[src/rtl/fa_serial_ctrl.sv]
// Bit-serial driver/collector for a registered full-adder cell: feeds operand bits
// LSB-first, keeps the carry chain locally and reassembles the registered sum stream.
module fa_serial_ctrl #(
   parameter int WIDTH = 8
) (
   input  logic             ck,
   input  logic             rst,
   input  logic             in_valid,
   output logic             in_ready,
   input  logic [WIDTH-1:0] op_a,
   input  logic [WIDTH-1:0] op_b,
   input  logic             sub,
   output logic             fa_a,
   output logic             fa_b,
   output logic             fa_ci,
   output logic             fa_clr,
   input  logic             fa_s,
   output logic             out_valid,
   input  logic             out_ready,
   output logic [WIDTH-1:0] result,
   output logic             carry_out
);

   localparam int CNT_W = (WIDTH > 2) ? $clog2(WIDTH) : 1;
   localparam logic [CNT_W-1:0] CNT_LAST = CNT_W'(WIDTH - 1);

   typedef enum logic [1:0] {
      IDLE,
      SHIFT,
      DRAIN,
      DONE
   } state_e;

   state_e           state_q;
   logic [WIDTH-1:0] a_q;
   logic [WIDTH-1:0] b_q;
   logic [CNT_W-1:0] cnt_q;
   logic             carry_q;
   logic             fa_a_q;
   logic             fa_b_q;
   logic             fa_ci_q;
   logic             fa_clr_q;
   logic             in_ready_q;
   logic             out_valid_q;
   logic [WIDTH-1:0] result_q;
   logic             carry_out_q;

   logic [WIDTH-1:0] b_d;
   logic             carry_d;

   // Subtraction is A + ~B + 1: invert B on entry and seed the carry with 1.
   assign b_d     = op_b ^ {WIDTH{sub}};
   assign carry_d = (fa_a_q & fa_b_q) | (fa_a_q & fa_ci_q) | (fa_b_q & fa_ci_q);

   // NOTE: all state updates are non-blocking so every register sees the
   // pre-edge values of the others, regardless of statement order.
   always_ff @(posedge ck) begin
      if (!rst) begin
         state_q     <= IDLE;
         a_q         <= '0;
         b_q         <= '0;
         cnt_q       <= '0;
         carry_q     <= 1'b0;
         fa_a_q      <= 1'b0;
         fa_b_q      <= 1'b0;
         fa_ci_q     <= 1'b0;
         fa_clr_q    <= 1'b1;
         in_ready_q  <= 1'b1;
         out_valid_q <= 1'b0;
         result_q    <= '0;
         carry_out_q <= 1'b0;
      end else begin
         unique case (state_q)
            IDLE: begin
               if (in_valid && in_ready_q) begin
                  // Bit 0 goes straight to the adder pins; the rest wait in the shifters.
                  fa_a_q     <= op_a[0];
                  fa_b_q     <= b_d[0];
                  fa_ci_q    <= sub;
                  carry_q    <= sub;
                  a_q        <= op_a >> 1;
                  b_q        <= b_d >> 1;
                  cnt_q      <= '0;
                  in_ready_q <= 1'b0;
                  fa_clr_q   <= 1'b0;
                  state_q    <= SHIFT;
               end
            end
            SHIFT: begin
               fa_a_q  <= a_q[0];
               fa_b_q  <= b_q[0];
               a_q     <= a_q >> 1;
               b_q     <= b_q >> 1;
               carry_q <= carry_d;
               fa_ci_q <= (cnt_q == CNT_LAST) ? 1'b0 : carry_d;
               cnt_q   <= cnt_q + 1'b1;
               // fa_s lags the driven bits by one cycle, so cycle 0 carries no sum yet.
               if (cnt_q != '0) begin
                  result_q <= {fa_s, result_q[WIDTH-1:1]};
               end
               if (cnt_q == CNT_LAST) begin
                  state_q <= DRAIN;
               end
            end
            DRAIN: begin
               result_q    <= {fa_s, result_q[WIDTH-1:1]};
               carry_out_q <= carry_q;
               out_valid_q <= 1'b1;
               fa_clr_q    <= 1'b1;
               state_q     <= DONE;
            end
            DONE: begin
               if (out_ready) begin
                  out_valid_q <= 1'b0;
                  in_ready_q  <= 1'b1;
                  state_q     <= IDLE;
               end
            end
            default: begin
               state_q <= IDLE;
            end
         endcase
      end
   end

   assign in_ready  = in_ready_q;
   assign out_valid = out_valid_q;
   assign result    = result_q;
   assign carry_out = carry_out_q;
   assign fa_a      = fa_a_q;
   assign fa_b      = fa_b_q;
   assign fa_ci     = fa_ci_q;
   assign fa_clr    = fa_clr_q;

endmodule

[config.mk]
export PLATFORM = sky130hd
export DESIGN_NAME = fa_serial_ctrl
export DESIGN_NICKNAME = d
export VERILOG_FILES = /design/src/rtl/fa_serial_ctrl.sv
export SDC_FILE = /design/constraint.sdc
export NUM_CORES = 1
export LEC_CHECK = 0
export ABC_AREA = 1
export BUFFER_PORTS_ARGS = -buffer_cell sky130_fd_sc_hd__buf_4
export CORE_MARGIN = 2
export CORE_UTILIZATION = 50
export CTS_BUF_LIST = sky130_fd_sc_hd__clkbuf_2 sky130_fd_sc_hd__clkbuf_4 sky130_fd_sc_hd__clkbuf_8
export DETAILED_ROUTE_END_ITERATION = 6
export GPL_TIMING_DRIVEN = 0
export PLACE_DENSITY = 0.74
export SLEW_MARGIN = 10
export SYNTH_ARGS = -nofsm -noshare
export SYNTH_HDL_FRONTEND = slang
export SYNTH_SLANG_ARGS = --single-unit
export TNS_END_PERCENT = 100
[constraint.sdc]
create_clock -name ck -period 1.85 [get_ports ck]
set_input_delay 0.37 -clock ck [delete_from_list [all_inputs] [get_ports ck]]
set_output_delay 0.37 -clock ck [all_outputs]
set_load 0.01 [all_outputs]
Yosys cells after proc, flatten, opt, wreduce, memory -nomap -nowiden
Index checks and enable logic that the tools add are counted.

Register bits after elaboration: 37. Latch bits: 0. RAM bits: 0. Bits in read-only memories: 0. Output and inout bits: 15. Word-level logic and storage cells: 68. Memories: 0.

$add $sub $neg: 1. Multipliers: 0. Divide/modulo/power cells: 0. Magnitude comparators: 0. Equal/unequal tests: 8. Shifts and indexed selects: 0. Mux-type cells: 26. Bitwise gates (word level): 6. Reductions and logical operators: 14.

Operator list (number): case mux 8 bit (2 select lines) (3); two-way mux 8 bit (3); case mux 1 bit (2 select lines) (7); nonzero test 2 bit (5); != test 2 bit (second input constant) (4); case mux 2 bit (4 select lines) (1); AND reduction 2 bit (4); bitwise XOR 8 bit (1); two-way mux 1 bit (7); two-way mux 2 bit (3); case mux 3 bit (2 select lines) (1); AND reduction 3 bit (2); == test 2 bit (second input constant) (2); adder 3 x 1 -> 3 bit (second input constant) (1); bitwise AND 1 bit (3); == test 3 bit (second input constant) (1); two-way mux 3 bit (1); nonzero test 3 bit (1); == test 2 x 1 -> 1 bit (second input constant) (1); zero test 2 bit (1); bitwise OR 1 bit (2); logical AND 1 bit (1).

Depth between registers and ports, before layout
Gate-level depths: netlist (run 1).

Depth in word-level cells: 5. Gate-level depth with buffers: 9. Gate-level depth less buffers: 8.

Worst setup path before layout (run 1)
No wires, ideal clock.

Path type: register to register. Start point: register state_q[1]. End point: register a_q[0]. Setup time: 0.116 ns. Arrival time: 1.184 ns. Required time: 1.734 ns. Path slack: 0.550 ns. Stages on the path, launching flop included: 9. Buffers on the path: 2. Period minus slack after synthesis: 1.300 ns. Cells stage by stage: dfxtp_1 inv_1 ha_1 buf_6 nand2_2 nand2_2 buf_6 o21ai_0 nor2_1.

Cells in the longest elaborated chain, start to end: 3.

Ends and longest elaborated chain: start: declaration (RTL line 34) `state_e state_q;`; start signal: assignment (RTL line 59) `state_q <= IDLE;`; start signal: assignment (RTL line 86) `state_q <= SHIFT;`; start signal: assignment (RTL line 102) `state_q <= DRAIN;`; == test 2 x 1 -> 1 bit or zero test 2 bit (tied branches) (RTL line 73) `unique case (state_q)`; nonzero test 2 bit (no line) or != test 2 bit (tied branches); AND reduction 2 bit (no line); end signal: assignment (RTL line 81) `a_q <= op_a >> 1;`; end signal: assignment (RTL line 92) `a_q <= a_q >> 1;`; end: declaration (RTL line 35) `logic [WIDTH-1:0] a_q;`.

Parallel ways exist; a longest one is shown, timed or not. A chain may end at the register's enable or synchronous reset.

Final worst setup path (run 1)
Start point: register state_q[0]. End point: register b_q[3].

Cells in the longest elaborated chain, start to end: 3.

Ends and longest elaborated chain: == test 2 x 1 -> 1 bit or zero test 2 bit (tied branches) (RTL line 73); nonzero test 2 bit (no line) or != test 2 bit (tied branches); AND reduction 2 bit (no line); end signal: assignment (RTL line 82) `b_q <= b_d >> 1;`; end signal: assignment (RTL line 93) `b_q <= b_q >> 1;`; end: declaration (RTL line 36) `logic [WIDTH-1:0] b_q;`.

Parallel ways exist; a longest one is shown, timed or not.

==> results.txt, run 1 <==
* Predominant post-synthesis flop cell: sky130_fd_sc_hd__dfxtp_1
* Post-synthesis share of cell area spent on full adders, half adders and majority gates: 5.54%
- Sw Ratio: 41.9%
- DR iter-0 viols: 76
- Most frequent cell on the critical path: sky130_fd_sc_hd__nor2_1
- The first TritonRoute pass finished after 4 iterations.
- CTS placed an instance of sky130_fd_sc_hd__clkbuf_4 at the clock tree root.
* Number of warnings issued by yosys: 0
* Ports: 37
- Including well taps, the total number of placed cells is 351.
- Post-layout nets: 342
- Count of final max-slew check failures: 0
- Count of different cell masters after synthesis: 19
- For the pin with the worst max-slew slack, the measured transition is 0.442 ns.
* Setup slack of the critical path after layout: 0.349 ns
- Post-synthesis cell area: 1810 um2
- Summed over its instances, the top area cell type makes up between 30% and 40% of the synthesized netlist area.
* Worst stage delay on the critical path: 0.35 ns
* Final std cells w/o fill: 359
- Post-Synth XOR/XNOR Area: 0%
* Number of design rule violations left after detail routing: 0
- Status: finished clean
- The first global-routing pass estimated about 6500 um of wire.
- P_sw: 1.31 mW
* Post-synthesis cell type with the largest combined area: sky130_fd_sc_hd__dfxtp_1
* Worst hold path type: in -> reg
* Sum of net half-perimeters after detailed placement: between 2000 and 3000 um
* Total routing resource utilization after global routing: 20.4%
- Internal power consumption: ~1.8 mW
* Combinational share of power: between 40% and 50%
* Number of placement rows: 21
* Number of synthesized flops with an enable pin: 0
- The routed design could run at a clock period as short as approximately 1.5 ns.
* Remaining Overflow, GRT: 0
- Postcts setup bufs: 0
- The clock network is responsible for between 10% and 20% of the overall power.
- Of the post-synthesis cell area, the part taken by muxes is 0%.
* Antenna fix cells: 0
- In this run the critical register-to-register path is launched from state_q[0].
* Simple logic cell fraction of the synthesized area: 37.3%
- Crit Path Class: reg -> reg
- Gates resized, CTS repair: 0
- Main combinational cell family by area after synthesis: simple AND/OR/NAND/NOR gates
* Sequential group share of total power: 36.9%
* Initial core utilization: 53.3%
- Number of global-route vias before repair: approximately 1,500
* Data arrival time at the worst-slack endpoint: 1.74 ns
* Clock-pin transition on the worst setup and hold timing paths: 0.11 ns
* Worst setup path end: b_q[3]
- CTS tree: done
- The worst register-to-register path ends at b_q[3].
- The congestion estimate from routability-driven global placement came to roughly 0.79.
* Post-route clock period utilization: 81.1%
- Worst-case clock buffer depth: 2
- Yosys instantiated no cell more often than sky130_fd_sc_hd__nand2_1.
- Die Area: about 4100 um2
- Walking the worst path, the cells encountered are inv_1, ha_1, nand3_2, nand2_2, buf_6, nand2_1, nor2_1, nor2_1.
- Tracing the worst setup path back leads to its startpoint at state_q[0].
* Largest clock skew in the final design: 0.0114 ns
- When the netlist entered floorplanning its net count stood at 300.
* Vias per std cell: 4.75
- The synthesized design contains 35 register bits.
- Residual antenna-violating net count after detailed routing: 0
* Tightest slew margin relative to the limit: 70.5%
- Before CTS, the worst setup slack after placement is 0.387 ns.
- Number of max-cap violations: 0
- The initial antenna violation count came to 0.
- Total of hold buffers inserted after clock tree synthesis: 0
- Data on the critical path is required at its endpoint by 2.09 ns.
- Hold Violations, Final: 0
- Routed length per instance: 10.4 um
* Synth async-reset ratio: 0%
- Compared with the post-synthesis result, the final layout area differs by 21.8%.
- A synthesized cell averages 6.69 um2.
* Share of the synthesized area in compound gates (AO/OA/AOI/OAI): 9.15%
- Top area cells in the synthesized netlist: sky130_fd_sc_hd__dfxtp_1, sky130_fd_sc_hd__nand2_1, sky130_fd_sc_hd__nor2_1
* Most frequent cells after synthesis: sky130_fd_sc_hd__nand2_1, sky130_fd_sc_hd__nor2_1, sky130_fd_sc_hd__dfxtp_1
- Setup violations remaining at the end of the flow were counted as 0.
- The largest individual stage delay along the critical path comes from the cell sky130_fd_sc_hd__dfxtp_1.
- Counting the fill cells in the layout gives approximately 320.
- STA classifies the critical path startpoint as a flop.
- IR drop worst, VDD: ~0.80 mV
- Placed inst area: ~2100 um2
* Total Negative Setup Slacks: 0 ns
- In this run the vertical extent of the chip is 64.1 um.
- Buffers placed on the I/O ports in this run total 35.
- In this run the worst path has a maximum fanout of 10.
* TritonCTS buffer count: 5
- Worst min-delay path startpoint: out_ready
* X dimension of the die: about 64 um
* Power density relative to cell area: 1430 nW/um2
* Layout cells sized above 1: 19.5%
- Sequential element share of the synthesized area: between 30% and 40%
- The worst setup path is captured at a flop.
- DR vias: 1,705
- Worst-case register-to-register setup slack: between 0.3 and 0.4 ns
- Wires add up to 3730 um.
* Number of clock sinks: 35
* Finished layout cell area: 2200 um2
- After floorplanning, the core was sized to cover between 3000 and 4000 um2.
- Clock latency on the worst-skew pair, taken at its later pin, is 0.35 ns.
- Maximum clock frequency: 666 MHz
- Static Leak: 1.09 nW
- Largest net degree at the start of global routing: 12
* Setup repair after global routing missed its margin: false
* H-tree Lvls: 2
- Measured in cells, the most critical reg-to-reg path has a length of 8.
- On the final layout, the worst hold slack is 0.278 ns.
* Number of instances in the synthesized netlist: 270
## cell type report
class	instances	area (um2)	area share (%)
timing repair buffer	35	263	12.0
tap	46	57.6	2.62
clock inverter	1	7.51	0.341
inverter	20	80.1	3.64
clock buffer	7	65.1	2.96
multi-input combinational	203	938	42.7
sequential	35	701	31.9
buffer	12	86.3	3.93
## state kept, by name, summed over array words and instances, names as in the netlist
signal and flops:
fa_clr 1, carry_q 1, out_valid 1, in_ready 1, fa_b 1, cnt_q 3, fa_a 1, a_q 7
fa_ci 1, carry_out 1, state_q 2, result 8, b_q 7
## through the flow
| step | utilization [%] | power, mW |
|---|---|---|
| after floorplan | - | 2.26 |
| after detailed placement | 62.7 | 2.67 |
| after global placement | 62.7 | 2.65 |
| after global routing | 64.9 | 3.45 |
| final | 64.9 | 3.13 |
| after CTS | 64.9 | 3.16 |
## layer usage
metal	share of wire [%]	vias up	track usage (%)
met5	0	-	0
met2	44	51	33.2
met4	1.4	0	7.18
li1	-	933	-
met1	49	716	25.3
met3	5.9	5	6.51
## kinds of logic after synthesis
kind of cell / count (synthesis)
AOI/OAI and AO/OA: 33
adders and majority gates: 8
buffers and inverters: 32
DFF: 35
and+or+nand+nor: 162
## placed cells by master (no fill, tap or decap)
master                       count
sky130_fd_sc_hd__nor2_1         52
sky130_fd_sc_hd__buf_4          37
sky130_fd_sc_hd__clkbuf_4        5
sky130_fd_sc_hd__nand2_1        80
sky130_fd_sc_hd__buf_2           3
sky130_fd_sc_hd__nand3b_1        1
sky130_fd_sc_hd__nand3_1        19
sky130_fd_sc_hd__inv_1          19
sky130_fd_sc_hd__clkinv_4        1
sky130_fd_sc_hd__clkbuf_1        3
sky130_fd_sc_hd__o21ai_1         5
sky130_fd_sc_hd__nand2_4         1
sky130_fd_sc_hd__nand3_2         2
sky130_fd_sc_hd__buf_6           4
sky130_fd_sc_hd__nand2_2         5
sky130_fd_sc_hd__dfxtp_1        35
sky130_fd_sc_hd__a21oi_1        16
sky130_fd_sc_hd__o21ai_0        12
sky130_fd_sc_hd__clkinvlp_4      1
sky130_fd_sc_hd__ha_1            8
sky130_fd_sc_hd__clkbuf_8        2
sky130_fd_sc_hd__nand4_1         2
## worst min path at each step
| stage | depth (start not counted) | slack, ns | endpoint |
|---|---|---|---|
| after floorplan | 2 | 0.44 | a_q[6] |
| after global placement | 2 | 0.46 | a_q[6] |
| after detailed placement | 2 | 0.46 | result[0] |
| after CTS | 3 | 0.26 | in_ready |
| after global routing | 3 | 0.27 | in_ready |
| final | 3 | 0.28 | in_ready |
## power groups by stage
| stage | sequential [mW] | combinational, mW | clock [mW] |
|---|---|---|---|
| 5_1_grt | 1.19 | 1.73 | 0.537 |
| 2_1_floorplan | 1.18 | 1.08 | 0 |
| 6_report | 1.16 | 1.49 | 0.487 |
| 3_5_place_dp | 1.18 | 1.49 | 0 |
| 4_1_cts | 1.16 | 1.50 | 0.501 |
| 3_3_place_gp | 1.16 | 1.48 | 0 |
## critical path: cells and delay by family (launching register included)
kind          cells  cell delay (ns)
simple gates      5             0.50
buf+inv           2             0.27
fa+ha+maj         1             0.26
flops             1             0.35
Note: power is estimated with default switching activity, not from simulation.
==> run 2, diff against run 1 <==
Clock period 1.85 ns to 1.5 ns, I/O delays scaled along.
==> run 2 against run 1 <==
Effect of this change:
- clock power up 25%
- via count up 1.1%
- worst setup slack worse by 0.23 ns
- sequential power up 24%
- largest power group unchanged
- count of clock-buffer cells in the layout unchanged
- total power up 27%
- global-route usage unchanged
==> results.txt, run 2 (synthesis gave the netlist of run 1 again) <==
- The flow ran to the end, and the final reports show no timing, DRC or antenna violations.
- In this run the vertical extent of the chip is 64.1 um.
* Slew @ Worst Pin: 0.444 ns
* Vias per std cell: 4.79
* Post-route clock period utilization: 92.3%
* Worst-case clock buffer depth: 2
- The multi-input combinational cells in the finished layout cover a total of 958 um2.
- CTS tree: done
* Number of optimization iterations in the first detailed-route pass: 4
- In this run the tightest slew margin relative to its limit is 70.4%.
* Clock-pin transition on the worst setup and hold timing paths: between 0.1 and 0.15 ns
- The routed design has around 3800 um of wire.
- The total count of hold-check failures in the final report came to 0.
- Number of placement rows: 21
* Crit Path Class: reg -> reg
- On the worst path, the slowest cell contributes a delay of 0.36 ns.
- Largest clock skew in the final design: between 0.008 and 0.009 ns
* Largest net degree at the start of global routing: 12
- Number of max-cap violations: 0
* Max FFs per register: 8
* Initial core utilization: 53.3%
- Later-pin clock latency in the skew report: 0.35 ns
- Library cell used as clock root buffer: sky130_fd_sc_hd__clkbuf_4
* H-tree Lvls: 2
- Leaving out fill and tap cells, the most frequent cell in the layout is sky130_fd_sc_hd__nand2_1.
- Finished layout cell area: 2230 um2
* Cell-by-cell listing of the critical path: inv_4, ha_2, buf_6, clkinv_4, nand2_1, nand2_2, buf_6, nor2_1, nor2_1
- Element type at the critical path start: flop
- The analysis attributes to cell leakage a power of 1.10 nW.
- The sequential cells in the finished layout cover a total of 703 um2.
* P&R area growth vs syn: 23.6%
- Counting I/O delays and the setup requirement, the final critical path takes around 1.4 ns.
- Maximum clock frequency: roughly 720 MHz
* Die Area: 4110 um2
- For this design the top-level I/O count stands at 37.
- For the worst setup path, the data arrival time is 1.64 ns.
- The filler cells instantiated in the layout total 311.
- Count of final max-slew check failures: 0
* Routed length per instance: 10.6 um
- Summing all placed instances gives a cell area of between 2000 and 2500 um2.
- Sum of net half-perimeters after detailed placement: 2750 um
- The via count of the first global-routing pass came to between 1,500 and 2,000.
- Total Negative Setup Slacks: 0 ns
* Residual antenna-violating net count after detailed routing: 0
- The path class of the tightest hold or removal check is in -> reg.
- The congestion estimate from routability-driven global placement came to just under 0.8.
- Number of clock sinks: 35
- Remaining Overflow, GRT: 0
- Worst-case register-to-register setup slack: 0.12 ns
- Final count of negative-setup-slack endpoints: 0
- After the first detailed-routing iteration, the DRC count stood at 74.
- Worst-path fanout max: 10
- For the worst setup path, the data required time is 1.75 ns.
* X dimension of the die: 64.1 um
- Power density relative to cell area: 1780 nW/um2
* Total routing resource utilization after global routing: between 20 and 25%
- Setup repair after global routing missed its margin: false
* Number of design rule violations left after detail routing: 0
* DR vias: 1,723
- STA classifies the critical path endpoint as a flop.
- First-pass GRT wire length: 6510 um
- Number of port buffers: 35
- Antenna fix cells: 0
- In the final layout, the share of cells above drive strength 1 is 21.7%.
- The floorplan step defined a core boundary enclosing 3390 um2.
- Initial antenna violation count: 0
- For this design, the slowest cell found on the critical path is sky130_fd_sc_hd__dfxtp_2.
* TritonCTS buffer count: 5
- The worst-case IR drop observed on VDD is between 1 and 1.5 mV.
- Post-layout nets: 343
- Commonest cells after routing, fill and taps aside: sky130_fd_sc_hd__nand2_1, sky130_fd_sc_hd__nor2_1, sky130_fd_sc_hd__buf_4, sky130_fd_sc_hd__dfxtp_1, sky130_fd_sc_hd__nand3_1
## run 2: changes by cell type in the layout (fill, tap and decap cells not counted), sizes merged
cell	change
buf	+1
## run 2: final timing paths
check,startpoint,endpoint,depth (start not counted)
worst min-delay path,out_ready,in_ready,3
worst min register to register,result[0],result[0],2
worst max register to register,state_q[1],fa_a,9
worst max-delay path,state_q[1],fa_a,9
## run 2: through the flow
| step | instances | setup WS (ns) | util [%] | total power [mW] | hold WS, ns |
|---|---|---|---|---|---|
| 3_3_place_gp | 351 | 0.0510 | 62.7 | 3.27 | 0.455 |
| 4_1_cts | 359 | 0.00527 | 64.9 | 3.89 | 0.189 |
| 2_1_floorplan | 270 | 0.200 | - | 2.79 | 0.423 |
| 5_1_grt | 360 | 0.00246 | 65.8 | 4.35 | 0.198 |
| 3_5_place_dp | 351 | 0.0373 | 62.7 | 3.29 | 0.456 |
| 6_report | 360 | 0.115 | 65.8 | 3.97 | 0.204 |
## run 2: layout make-up
class	count	area share (%)
Buffer	12	3.87
Clock buffer	7	2.92
Clock inverter	1	0.337
Inverter	20	3.70
Multi-Input combinational cell	203	43.0
Sequential cell	35	31.5
Tap cell	46	2.58
Timing Repair Buffer	36	12.1
## run 2: critical path, delay by kind of cell, from the launching register on
kind / cells / cell delay (ns)
AND/OR/NAND/NOR: 4 / 0.32
flip-flops: 1 / 0.36
adder cells (fa/ha/maj): 1 / 0.17
buffers and inverters: 4 / 0.43
## run 2: power by group
part / total (mW) / leakage [nW] / switching [mW] / internal [mW]
combinational: 1.92 / 0.771 / 1.15 / 0.774
clock: 0.610 / 0.0375 / 0.336 / 0.274
sequential: 1.44 / 0.288 / 0.193 / 1.25
## run 2: layer usage
layer	wire [um]	global-route usage (%)	up-vias	share of wire (%)
li1	-	-	935	-
met1	1880	25.3	735	49
met2	1680	33.2	48	44
met3	217	6.51	5	5.7
met4	51	7.18	0	1.3
met5	0	0	-	0
## run 2: repair_timing
action / in CTS / in global routing
resized for setup: 0 / 14
buffers inserted: 0 / 1
setup endpoints to repair: 0 / 28
hold buffers: 0 / 0
